--- src/rtl/detect_pkg.sv ---
// detect_array_csr shared definitions: register map and CONTROL layout.
// Imported by the CSR top and the per-channel debounce.
package detect_pkg;

  localparam int ADDR_W = 5;
  localparam int CNT_W  = 16;

  localparam logic [ADDR_W-1:0] ADDR_CONTROL  = 5'd0;
  localparam logic [ADDR_W-1:0] ADDR_STATUS   = 5'd1;
  localparam logic [ADDR_W-1:0] ADDR_EDGE     = 5'd2;
  localparam logic [ADDR_W-1:0] ADDR_IRQ_MASK = 5'd3;
  localparam logic [ADDR_W-1:0] ADDR_THR_BASE = 5'd4;

  localparam int EN_BIT  = 0;
  localparam int DBC_LSB = 16;
  localparam int DBC_MSB = 31;

  localparam logic [CNT_W-1:0] CNT_MAX = '1;

endpackage

--- src/rtl/detect_debounce.sv ---
// One detect channel: synchroniser, disagreement counter, debounced
// level and a same-edge rising pulse for the sticky flag logic.
module detect_debounce
  import detect_pkg::*;
#(
  parameter int SYNC_STAGES = 2
) (
  input  logic             iClk,
  input  logic             iRst,
  input  logic             en,
  input  logic [CNT_W-1:0] dbc,
  input  logic             din,
  output logic             d,
  output logic             rise
);

  logic [SYNC_STAGES-1:0] sync;
  logic [CNT_W-1:0]       cnt;
  logic                   s;
  logic                   hit;

  assign s    = sync[SYNC_STAGES-1];
  // >= keeps a lowered DBC effective even if cnt is already past it
  assign hit  = en && (s != d) && (cnt >= dbc);
  assign rise = hit && !d;

  always_ff @(posedge iClk or posedge iRst) begin
    if (iRst) begin
      sync <= '0;
      cnt  <= '0;
      d    <= 1'b0;
    end else begin
      sync <= {sync[SYNC_STAGES-2:0], din};
      if (!en || (s == d)) begin
        cnt <= '0;
      end else if (hit) begin
        d   <= ~d;
        cnt <= '0;
      end else if (cnt != CNT_MAX) begin
        cnt <= cnt + 1'b1;
      end
    end
  end

endmodule

--- src/rtl/detect_array_csr.sv ---
// Multi-channel detect/threshold CSR block on the lightweight Avalon-MM
// bus: debounced levels, sticky edges, masked irq and per-channel thresholds.
module detect_array_csr
  import detect_pkg::*;
#(
  parameter int          NUM_CH      = 4,
  parameter int          THR_W       = 32,
  parameter logic [31:0] THR_RESET   = 32'h700,
  parameter logic [15:0] DBC_RESET   = 16'd100,
  parameter int          SYNC_STAGES = 2
) (
  input  logic                    iClk,
  input  logic                    iRst,
  input  logic                    s_cs,
  input  logic [4:0]              s_address,
  input  logic                    s_read,
  output logic [31:0]             s_readdata,
  input  logic                    s_write,
  input  logic [31:0]             s_writedata,
  input  logic [NUM_CH-1:0]       iDetect,
  output logic [NUM_CH*THR_W-1:0] oThreshold,
  output logic                    oIrq
);

  localparam logic [THR_W-1:0] THR_INIT = THR_RESET[THR_W-1:0];

  logic              en;
  logic [CNT_W-1:0]  dbc;
  logic [NUM_CH-1:0] lvl;
  logic [NUM_CH-1:0] rise;
  logic [NUM_CH-1:0] edge_q;
  logic [NUM_CH-1:0] mask;
  logic [NUM_CH-1:0] clr;
  logic [THR_W-1:0]  thr [NUM_CH];
  logic [31:0]       rd_mux;
  logic              wr;
  logic              rd;

  assign wr = s_cs & s_write;
  assign rd = s_cs & s_read;

  for (genvar i = 0; i < NUM_CH; i++) begin : g_ch
    detect_debounce #(
      .SYNC_STAGES(SYNC_STAGES)
    ) u_dbc (
      .iClk (iClk),
      .iRst (iRst),
      .en   (en),
      .dbc  (dbc),
      .din  (iDetect[i]),
      .d    (lvl[i]),
      .rise (rise[i])
    );
    assign oThreshold[i*THR_W +: THR_W] = thr[i];
  end

  always_comb begin
    clr = '0;
    if (wr && (s_address == ADDR_EDGE)) begin
      clr = s_writedata[NUM_CH-1:0];
    end
  end

  always_comb begin
    rd_mux = '0;
    unique case (1'b1)
      (s_address == ADDR_CONTROL): begin
        rd_mux[EN_BIT]          = en;
        rd_mux[DBC_MSB:DBC_LSB] = dbc;
      end
      (s_address == ADDR_STATUS):
        rd_mux[NUM_CH-1:0] = lvl;
      (s_address == ADDR_EDGE):
        rd_mux[NUM_CH-1:0] = edge_q;
      (s_address == ADDR_IRQ_MASK):
        rd_mux[NUM_CH-1:0] = mask;
      default: begin
        for (int i = 0; i < NUM_CH; i++) begin
          if (s_address == ADDR_THR_BASE + 5'(i)) begin
            rd_mux[THR_W-1:0] = thr[i];
          end
        end
      end
    endcase
  end

  always_ff @(posedge iClk or posedge iRst) begin
    if (iRst) begin
      en         <= 1'b1;
      dbc        <= DBC_RESET;
      mask       <= '0;
      edge_q     <= '0;
      oIrq       <= 1'b0;
      s_readdata <= '0;
      for (int i = 0; i < NUM_CH; i++) begin
        thr[i] <= THR_INIT;
      end
    end else begin
      s_readdata <= rd ? rd_mux : 32'h0;
      oIrq       <= |(edge_q & mask);
      // a new rise beats a same-cycle W1C
      edge_q     <= (edge_q & ~clr) | rise;
      if (wr && (s_address == ADDR_CONTROL)) begin
        en  <= s_writedata[EN_BIT];
        dbc <= s_writedata[DBC_MSB:DBC_LSB];
      end
      if (wr && (s_address == ADDR_IRQ_MASK)) begin
        mask <= s_writedata[NUM_CH-1:0];
      end
      for (int i = 0; i < NUM_CH; i++) begin
        if (wr && (s_address == ADDR_THR_BASE + 5'(i))) begin
          thr[i] <= s_writedata[THR_W-1:0];
        end
      end
    end
  end

endmodule

--- config.mk ---
export PLATFORM = sky130hd
export DESIGN_NAME = detect_array_csr
export DESIGN_NICKNAME = d
export VERILOG_FILES = /design/src/rtl/detect_pkg.sv /design/src/rtl/detect_debounce.sv /design/src/rtl/detect_array_csr.sv
export SDC_FILE = /design/constraint.sdc
export NUM_CORES = 1
export LEC_CHECK = 0
export CAP_MARGIN = 30
export CORE_UTILIZATION = 50
export DETAILED_ROUTE_END_ITERATION = 12
export PLACE_DENSITY = 0.71
export SLEW_MARGIN = 20
export SYNTH_ARGS = -nofsm -noshare
export SYNTH_HDL_FRONTEND = slang
export SYNTH_SLANG_ARGS = --single-unit
--- constraint.sdc ---
create_clock -name iClk -period 9.5 [get_ports iClk]
set_clock_uncertainty 0.2 [all_clocks]
set_input_delay 0.95 -clock iClk [delete_from_list [all_inputs] [get_ports iClk]]
set_output_delay 0.95 -clock iClk [all_outputs]
set_load 0.05 [all_outputs]
==> results of run 1 <==
==> layout make-up <==
| cell class | count | area [sq um] |
|---|---|---|
| well taps | 335 | 419 |
| clock buffers | 45 | 836 |
| clock inverters | 8 | 114 |
| flip-flops and latches | 262 | 6580 |
| repair buffers | 219 | 2200 |
| fillers | 2074 | 9380 |
| inverters | 36 | 143 |
| multi-input cells | 805 | 6320 |
==> cells by family after synthesis <==
family                     share of synthesized area
and+or+nand+nor                                0.120
buffers and inverters                         0.0276
xor gates and xnor gates                      0.0331
AOI/OAI and AO/OA                             0.0862
muxes                                          0.172
adders and majority gates                     0.0643
DFF                                            0.497
==> final timing paths <==
path	from	end	slack [ns]	cells past startpoint
hold / removal	g_ch[2].u_dbc.sync[0]	g_ch[2].u_dbc.sync[1]	0.15	0
max in group asynchronous	iRst	oThreshold[12]	7.04	3
hold reg to reg	g_ch[2].u_dbc.sync[0]	g_ch[2].u_dbc.sync[1]	0.15	0
setup / recovery	s_address[3]	oThreshold[122]	5.86	7
setup reg to reg	dbc[0]	g_ch[2].u_dbc.cnt[15]	6.68	6
min in group asynchronous	iRst	oThreshold[90]	0.73	2
==> worst max-delay path, delay by kind of cell <==
kind          cells  cell delay (ns)
mux               1             0.35
buf+inv           3             1.13
simple gates      3             1.42
==> routing by layer <==
| layer | wire length [um] | up-vias | track usage |
|---|---|---|---|
| li1 | - | 4607 | - |
| met1 | 15300 | 5070 | 0.360 |
| met3 | 2850 | 56 | 0.0809 |
| met5 | 0 | - | 0 |
| met2 | 17600 | 289 | 0.461 |
| met4 | 897 | 0 | 0.0746 |
==> placed cells by master, fill, tap and decap left out, types with 4 or more instances in the layout <==
| cell | synthesis | final |
|---|---|---|
| nor3b_1 | 4 | 4 |
| and2_1 | 5 | 5 |
| nor2_1 | 78 | 77 |
| clkbuf_1 | 29 | 11 |
| a31oi_1 | 4 | 4 |
| nor2b_1 | 7 | 6 |
| ha_1 | 68 | 68 |
| xor2_1 | 21 | 21 |
| mux2i_1 | 14 | 14 |
| nand3b_1 | 4 | 4 |
| buf_4 | 4 | 9 |
| nor3_1 | 27 | 27 |
| mux2_2 | 67 | 67 |
| nand2_1 | 86 | 86 |
| clkdlybuf4s50_1 | 0 | 204 |
| nand3_1 | 31 | 31 |
| and3_1 | 10 | 10 |
| or3_1 | 6 | 5 |
| clkbuf_16 | 0 | 29 |
| o21ai_1 | 9 | 9 |
| a21oi_1 | 76 | 76 |
| xnor2_1 | 29 | 29 |
| nand4_1 | 24 | 24 |
| mux2_1 | 85 | 85 |
| clkbuf_8 | 0 | 5 |
| o21ai_0 | 31 | 31 |
| inv_1 | 36 | 35 |
| dfstp_2 | 16 | 16 |
| dfrtp_1 | 246 | 246 |
| a211oi_1 | 7 | 7 |
| a22oi_1 | 34 | 34 |
| nor4_1 | 6 | 6 |
| mux4_2 | 19 | 19 |
| and4_1 | 9 | 8 |
| a22o_1 | 4 | 4 |
==> power by group <==
part | leakage [nW] | total (mW) | internal (mW) | switching, mW
Clock | 0.457 | 1.12 | 0.661 | 0.464
Sequential | 3.48 | 1.33 | 1.23 | 0.0960
Combinational | 3.34 | 0.808 | 0.286 | 0.522
==> per-stage QoR <==
| stage | total power [mW] | instances |
|---|---|---|
| after floorplan | 1.85 | 1154 |
| after global placement | 2.14 | 1653 |
| after detailed placement | 2.15 | 1656 |
| after CTS | 3.28 | 1709 |
| after global routing | 3.39 | 1710 |
| final | 3.26 | 1710 |
==> registers in the layout, indices dropped and copies added (netlist names) <==
register,flops
g_ch.u_dbc.sync,8
oThreshold,128
mask,4
s_readdata,32
g_ch.u_dbc.cnt,64
edge_q,4
g_ch.u_dbc.d,4
dbc,16
oIrq,1
en,1
==> run summary, run 1 <==
STATUS
--------------------------------------------------------------------------------
Outcome                                                             complete, no violations

GLOBAL ROUTE
--------------------------------------------------------------------------------
GRT Total Usage                                                            0.280
Antenna violations before repair                                               0
Wire length of the first global-routing pass                            58200 um
Gr ovfl total                                                                  0
Maximum number of pins on one net before global-route repair                 116
Vias in the first global route                                             10303

CTS
--------------------------------------------------------------------------------
Maximum buffer depth of the clock tree                                         3
Clock slew at reported path FFs                                          0.06 ns
Count of clock tree sinks                                                    262
Clock insertion delay at the later pin of the skew report                0.56 ns
Number of hold buffers added after cts                                         0
Number of buffers added for setup after CTS                                    0
Cts bufs inserted                                                             29
TritonCTS clock tree                                                         yes
Post-CTS Resized                                                               0
# H-tree levels                                                                1
Buffer type at the clock tree root                                     clkbuf_16

PLACE
--------------------------------------------------------------------------------
Worst slack, placed                                                      5.32 ns
Quantity of I/O buffers inserted on ports                                    206
RePlAce Congestion                                                         0.885
Final HPWL from detailed placement                                      25200 um
Instance area at placement                                          0.0156 sq mm

POWER
--------------------------------------------------------------------------------
Leakage                                                                  7.28 nW
Worst IR drop on VDD                                                  0.000162 V
Power Density                                                        196 mW/mm^2

SYNTHESIS
--------------------------------------------------------------------------------
Post-Syn Instances                                                          1154
Most common cell in the netlist                                          dfrtp_1
Synth warnings                                                                 0
Average footprint of a synthesized cell                               11.5 sq um
Syn Std Cell Area                                                   0.0132 sq mm
Number of nets in the synthesized netlist                                   1268
Number of register bits inferred by synthesis                                262
Top cell type by total area after synthesis                              dfrtp_1
Biggest area contributors in the synthesized netlist                dfrtp_1 (46%), mux2_1 (7.2%), ha_1 (6.4%)
Unique cell type count in the Yosys netlist                                   63
Commonest register cell after synthesis                                  dfrtp_1
Count of flip-flops with a built-in enable after synthesis                     0
Share of async-settable or async-resettable flops after synthesis           1.00
Synth top cells by count                                            dfrtp_1 (246), nand2_1 (86), mux2_1 (85)
Sequential-to-total area share from yosys stat                             0.497
Yosys top cell area share                                                  0.465

CELLS AND AREA
--------------------------------------------------------------------------------
Fraction of final layout cells sized beyond drive strength 1               0.128
Post-layout instance area                                           0.0166 sq mm
Number of nets in the final layout                                          1467
N_diodes                                                                       0
Area growth syn-to-layout                                                  25.4%
Fin util                                                                   0.639

ROUTING
--------------------------------------------------------------------------------
Vias after detailed routing                                                10022
Routed WL                                                               36600 um
Drt drc                                                                        0
Number of iterations in the first detailed-routing pass                        6
Routed vias/inst                                                            5.86
Number of DRC markers after the initial detailed-route iteration             633
Final ANT Viol Nets                                                            0
Per-cell routed wire length                                              21.4 um

TIMING
--------------------------------------------------------------------------------
Setup TNS                                                                   0 ns
Worst slew margin relative to its limit                                    0.444
Unrepaired setup endpoints after global routing                               no
Setup ws final                                                           5.86 ns
Final Hold Viols                                                               0
Final min period                                                         3.64 ns
Share of the cycle needed by the critical path after routing               0.383
Highest clock frequency the design can meet                              275 MHz
Worst Max-Slew Pin Slew                                                 0.833 ns
Final Max Tran Viols                                                           0
Post-route worst hold slack                                             0.148 ns
Finish-stage setup viols                                                       0

FLOORPLANNING
--------------------------------------------------------------------------------
Die extent in y                                                           165 um
Area of the die                                                     0.0271 sq mm
Core area                                                           0.0260 sq mm
Cell Rows                                                                     59
Number of top-level pins                                                     207
X dimension of the die                                                    165 um
Starting Density                                                           0.510

WORST SETUP PATH
--------------------------------------------------------------------------------
Sort of element at the start of the critical path                      input pin
Critical Path RT                                                         9.74 ns
Crit Path Category                                                  input pin to register
Capturing element type of the critical path                             register
Highest fanout seen on the critical path                                      35
Cell breakdown of the critical path                                 clkdlybuf4s50_1 -> nor3b_4 -> buf_4 -> and3_1 -> nor2b_4 -> buf_16 -> mux2_1
Max incr delay on CP                                                     0.61 ns
Data arrival time of the critical path                                   3.87 ns
CP max stage cell                                                         and3_1

FLOW RUN
--------------------------------------------------------------------------------
MaxCap Viol Count                                                              0

MIN PATH
--------------------------------------------------------------------------------
Worst min-delay path class                                          register to register

(Power assumes the default switching activity.)
==> run 2: changes to the inputs <==
CORE_UTILIZATION = 49   (was 50)
PLACE_DENSITY = 0.73   (was 0.71)
clock period = 3.3 ns   (was 9.5 ns; I/O delays follow)
==> run summary, run 2 (synthesis results as in run 1) <==
TIMING
-------------------------------------------------------------------------------
Unrepaired setup endpoints after global routing                              no
Final Max Tran Viols                                                          0
Finish-stage setup viols                                                      0
Worst slew margin relative to its limit                                   0.376
Share of the cycle needed by the critical path after routing              0.861
Worst Max-Slew Pin Slew                                                0.928 ns
Final Hold Viols                                                              0
Final min period                                                        2.84 ns
Highest clock frequency the design can meet                             352 MHz
Setup ws final                                                         0.459 ns

PLACE
-------------------------------------------------------------------------------
Final HPWL from detailed placement                                     25900 um
Worst slack, placed                                                    0.485 ns
Quantity of I/O buffers inserted on ports                                   206
RePlAce Congestion                                                        0.906

ROUTING
-------------------------------------------------------------------------------
Number of DRC markers after the initial detailed-route iteration            685
Drt drc                                                                       5
Final ANT Viol Nets                                                           0
Routed vias/inst                                                           5.88
Vias after detailed routing                                               10131
Per-cell routed wire length                                             21.6 um
Routed WL                                                              37300 um
Number of iterations in the first detailed-routing pass                      10

CTS
-------------------------------------------------------------------------------
Cts bufs inserted                                                            29
Number of buffers added for setup after CTS                                   0
Post-CTS Resized                                                              0
Buffer type at the clock tree root                                    clkbuf_16
# H-tree levels                                                               1
TritonCTS clock tree                                                        yes
Number of hold buffers added after cts                                        3
Clock slew at reported path FFs                                         0.06 ns
Maximum buffer depth of the clock tree                                        3
Count of clock tree sinks                                                   262
Clock insertion delay at the later pin of the skew report               0.56 ns

WORST SETUP PATH
-------------------------------------------------------------------------------
Capturing element type of the critical path                            register
Critical Path RT                                                        3.52 ns
Crit Path Category                                                 register to register
Data arrival time of the critical path                                  3.06 ns
Sort of element at the start of the critical path                      register
Highest fanout seen on the critical path                                      9

GLOBAL ROUTE
-------------------------------------------------------------------------------
Antenna violations before repair                                              0
Wire length of the first global-routing pass                           59700 um
Vias in the first global route                                            10502
Maximum number of pins on one net before global-route repair                100
GRT Total Usage                                                           0.273
Gr ovfl total                                                                 0

CELLS AND AREA
-------------------------------------------------------------------------------
Fraction of final layout cells sized beyond drive strength 1              0.140
Commonest cells after routing, fill and taps aside                 dfrtp_1 (246), clkdlybuf4s50_1 (204), nand2_1 (86)
Max reg flops                                                               128
Area growth syn-to-layout                                                 26.9%
Number of nets in the final layout                                         1479
Fill cell total of the finished layout                                     2082
N_diodes                                                                      0
Most common cell after layout, fill and taps aside                      dfrtp_1

STATUS
-------------------------------------------------------------------------------
Outcome                                                            finished with violations
Failing checks                                                     design-rule violations

MIN PATH
-------------------------------------------------------------------------------
Worst min-delay path class                                         input pin to register

POWER
-------------------------------------------------------------------------------
Leakage                                                                 7.39 nW
Worst IR drop on VDD                                                 0.000517 V
Power Density                                                       569 mW/mm^2
Total power consumption of the routed design                            9.55 mW

FLOORPLANNING
-------------------------------------------------------------------------------
Core area                                                          0.0263 sq mm
Cell Rows                                                                    59
Die extent in y                                                          166 um
Area of the die                                                    0.0277 sq mm
Starting Density                                                          0.504
Number of top-level pins                                                    207
X dimension of the die                                                   166 um

FLOW RUN
-------------------------------------------------------------------------------
MaxCap Viol Count                                                             0

run 2: changes by cell type in the layout (fill, tap and decap cells not counted):
cell / before / now
buf_6: 1 / 0
inv_8: 1 / 0
buf_12: 2 / 7
buf_16: 1 / 0
inv_6: 1 / 0
clkbuf_1: 11 / 3
bufinv_16: 2 / 4
clkinv_2: 2 / 12
clkinvlp_4: 2 / 1
buf_4: 9 / 15
dlygate4sd3_1: 0 / 3
run 2: worst paths after layout:
kind	cells past startpoint	end	start	slack [ns]
setup / recovery	8	g_ch[3].u_dbc.cnt[11]	dbc[5]	0.46
hold / removal	1	g_ch[1].u_dbc.sync[0]	iDetect[1]	0.02
setup reg to reg	8	g_ch[3].u_dbc.cnt[11]	dbc[5]	0.46
hold reg to reg	0	g_ch[0].u_dbc.sync[1]	g_ch[0].u_dbc.sync[0]	0.15
max in group asynchronous	4	mask[1]	iRst	1.55
min in group asynchronous	3	s_readdata[22]	iRst	0.50
run 2: area by class of cell:
| class | instances | area (sq um) | area share |
|---|---|---|---|
| Multi-Input combinational cell | 805 | 6320 | 0.376 |
| Tap cell | 335 | 419 | 0.0250 |
| Clock buffer | 37 | 806 | 0.0480 |
| Inverter | 36 | 139 | 0.00827 |
| Timing Repair Buffer | 231 | 2330 | 0.139 |
| Clock inverter | 17 | 200 | 0.0119 |
| Sequential cell | 262 | 6580 | 0.392 |
run 2: metal layers:
metal | global-route usage | part of all wire | wire (um) | vias up
met1 | 0.366 | 0.43 | 16000 | 5122
met4 | 0.0680 | 0.023 | 857 | 0
li1 | - | - | - | 4635
met3 | 0.0653 | 0.071 | 2640 | 63
met5 | 0 | 0 | 0 | -
met2 | 0.446 | 0.48 | 17700 | 311
run 2: metrics by stage:
stage / util / std cells / hold WS [ns] / cell area, sq um / setup TNS (ns)
2_1_floorplan: - / 1154 / 0.131 / 13200 / -165.43
5_1_grt: 0.639 / 1723 / 0.0210 / 16800 / 0
4_1_cts: 0.639 / 1723 / 0.00766 / 16800 / 0
6_report: 0.639 / 1723 / 0.0226 / 16800 / 0
3_3_place_gp: 0.600 / 1666 / 0.132 / 15800 / 0
3_5_place_dp: 0.600 / 1666 / 0.136 / 15800 / 0
run 2: worst max-delay path, stage by stage (launching register included):
cell	delay, ns
dfstp_2	0.54
inv_1	0.11
ha_1	0.32
a21oi_1	0.07
o21ai_0	0.23
a21oi_1	0.09
o31ai_1	0.79
buf_4	0.30
a21oi_1	0.06
run 2: report_power, final:
group | leakage, nW | total (mW) | switching [mW] | internal (mW)
logic | 3.41 | 2.34 | 1.50 | 0.839
clock network | 0.510 | 3.39 | 1.35 | 2.04
registers | 3.48 | 3.82 | 0.283 | 3.54
total | 7.39 | 9.55 | 3.13 | 6.42
==> run 3: changes to the inputs <==
MAX_ROUTING_LAYER = met4   (was not set)
PLACE_DENSITY = 0.77   (was 0.73)
SLEW_MARGIN = 0   (was 20)
==> run summary, run 3 (synthesis results as in run 1) <==
WORST SETUP PATH
-------------------------------------------------------------------------------
Top cell family by delay on the critical path                      compound AO/OA/AOI/OAI gates
Cell type with the highest occurrence count on the critical path        a21oi_1
Cell breakdown of the critical path                                inv_1 -> ha_1 -> nand2_1 -> o21ai_0 -> a21oi_1 -> o31ai_1 -> buf_4 -> a21oi_1
Crit Path Category                                                 register to register
Worst Path Buf+Inv                                                            2
CP max stage cell                                                       o31ai_1
Max incr delay on CP                                                    0.68 ns
Sort of element at the start of the critical path                      register
Data arrival time of the critical path                                  3.01 ns
Critical Path RT                                                        3.51 ns
Capturing element type of the critical path                            register
Highest fanout seen on the critical path                                     10

ROUTING
-------------------------------------------------------------------------------
Number of iterations in the first detailed-routing pass                       9
Routed WL                                                              37100 um
Per-cell routed wire length                                             21.5 um
Vias after detailed routing                                               10327
Final ANT Viol Nets                                                           0
Number of DRC markers after the initial detailed-route iteration            772
Drt drc                                                                       4
Routed vias/inst                                                           5.99

PLACE
-------------------------------------------------------------------------------
Quantity of I/O buffers inserted on ports                                   206
RePlAce Congestion                                                        0.906
Count of placed standard cells including taps                              1671
Instance area at placement                                         0.0158 sq mm
Final HPWL from detailed placement                                     26100 um
Worst slack, placed                                                    0.487 ns

GLOBAL ROUTE
-------------------------------------------------------------------------------
Wire length of the first global-routing pass                           58500 um
Maximum number of pins on one net before global-route repair                 44
Vias in the first global route                                            10446
Antenna violations before repair                                              1
GRT Total Usage                                                           0.277
Gr ovfl total                                                                 0

FLOORPLANNING
-------------------------------------------------------------------------------
Starting Density                                                          0.504
X dimension of the die                                                   166 um
Core area                                                          0.0263 sq mm
Number of top-level pins                                                    207
Area of the die                                                    0.0277 sq mm
Cell Rows                                                                    59
Die extent in y                                                          166 um

CELLS AND AREA
-------------------------------------------------------------------------------
Number of nets in the final layout                                         1482
Non-filler instance count after layout                                     1724
Fraction of final layout cells sized beyond drive strength 1              0.140
Fill cell total of the finished layout                                     2060
N_diodes                                                                      0
Most common cell after layout, fill and taps aside                      dfrtp_1
Max reg flops                                                               128
Commonest cells after routing, fill and taps aside                 dfrtp_1 (246), clkdlybuf4s50_1 (204), nand2_1 (86)
Post-layout instance area                                          0.0168 sq mm
Area growth syn-to-layout                                                 26.8%

CTS
-------------------------------------------------------------------------------
# H-tree levels                                                               1
Count of clock tree sinks                                                   262
Maximum buffer depth of the clock tree                                        3
Clock slew at reported path FFs                                         0.06 ns
Buffer type at the clock tree root                                    clkbuf_16
TritonCTS clock tree                                                        yes
Post-CTS Resized                                                              0
Clock insertion delay at the later pin of the skew report               0.56 ns
Cts bufs inserted                                                            28

TIMING
-------------------------------------------------------------------------------
Worst slew margin relative to its limit                                   0.396
Final min period                                                        2.80 ns
Worst Max-Slew Pin Slew                                                0.905 ns
Finish-stage setup viols                                                      0
Setup TNS                                                                  0 ns
Final Hold Viols                                                              0
Unrepaired setup endpoints after global routing                              no
Setup ws final                                                         0.500 ns
Share of the cycle needed by the critical path after routing              0.848
Highest clock frequency the design can meet                             357 MHz
Final Max Tran Viols                                                          0

MIN PATH
-------------------------------------------------------------------------------
Worst min-delay path class                                         input pin to register

POWER
-------------------------------------------------------------------------------
Worst IR drop on VDD                                                 0.000423 V
Total power consumption of the routed design                            9.34 mW
Power Density                                                       557 mW/mm^2
Leakage                                                                 7.39 nW

STATUS
-------------------------------------------------------------------------------
Outcome                                                            finished with violations
Failing checks                                                     design-rule violations

FLOW RUN
-------------------------------------------------------------------------------
MaxCap Viol Count                                                             0

[run 3: repair_timing]
item,4_1_cts,5_1_grt
hold buffers,2,0
hold endpoints to repair,2,0
buffers inserted,0,0
[run 3: metal layers]
layer,part of all wire,vias to the layer above,GRT usage
met4,0.034,0,0.0922
met1,0.41,5169,0.347
met2,0.47,441,0.442
li1,-,4628,-
met3,0.082,89,0.0674
met5,0,-,-
[run 3: cell type report]
type                            instances  area [sq um]  share of cell area
Clock buffer                           38           798              0.0476
Timing Repair Buffer                  235          2390               0.142
Clock inverter                         13           140             0.00835
Inverter                               36           139             0.00828
Multi-Input combinational cell        805          6320               0.377
Sequential cell                       262          6580               0.392
Tap cell                              335           419              0.0250
[run 3: worst paths after layout]
kind                                            start                    end  slack [ns]  cells past startpoint
worst max-delay path                           dbc[2]   g_ch[3].u_dbc.cnt[4]        0.50                      8
worst min register to register  g_ch[0].u_dbc.sync[0]  g_ch[0].u_dbc.sync[1]        0.15                      0
min in group asynchronous                        iRst         s_readdata[28]        0.12                      2
max in group asynchronous                        iRst         oThreshold[42]        2.03                      3
worst max register to register                 dbc[2]   g_ch[3].u_dbc.cnt[4]        0.50                      8
worst min-delay path                       iDetect[1]  g_ch[1].u_dbc.sync[0]        0.02                      1
[run 3: metrics by stage]
stage           util  hold WS, ns
4_1_cts        0.639      0.00407
3_3_place_gp   0.602        0.133
5_1_grt        0.639       0.0108
2_1_floorplan      -        0.131
3_5_place_dp   0.602        0.145
6_report       0.639       0.0163
[run 3: power by group]
group          switching, mW  total, mW  internal, mW
sequential             0.295       3.83          3.54
clock                   1.31       3.16          1.85
combinational           1.51       2.35         0.846
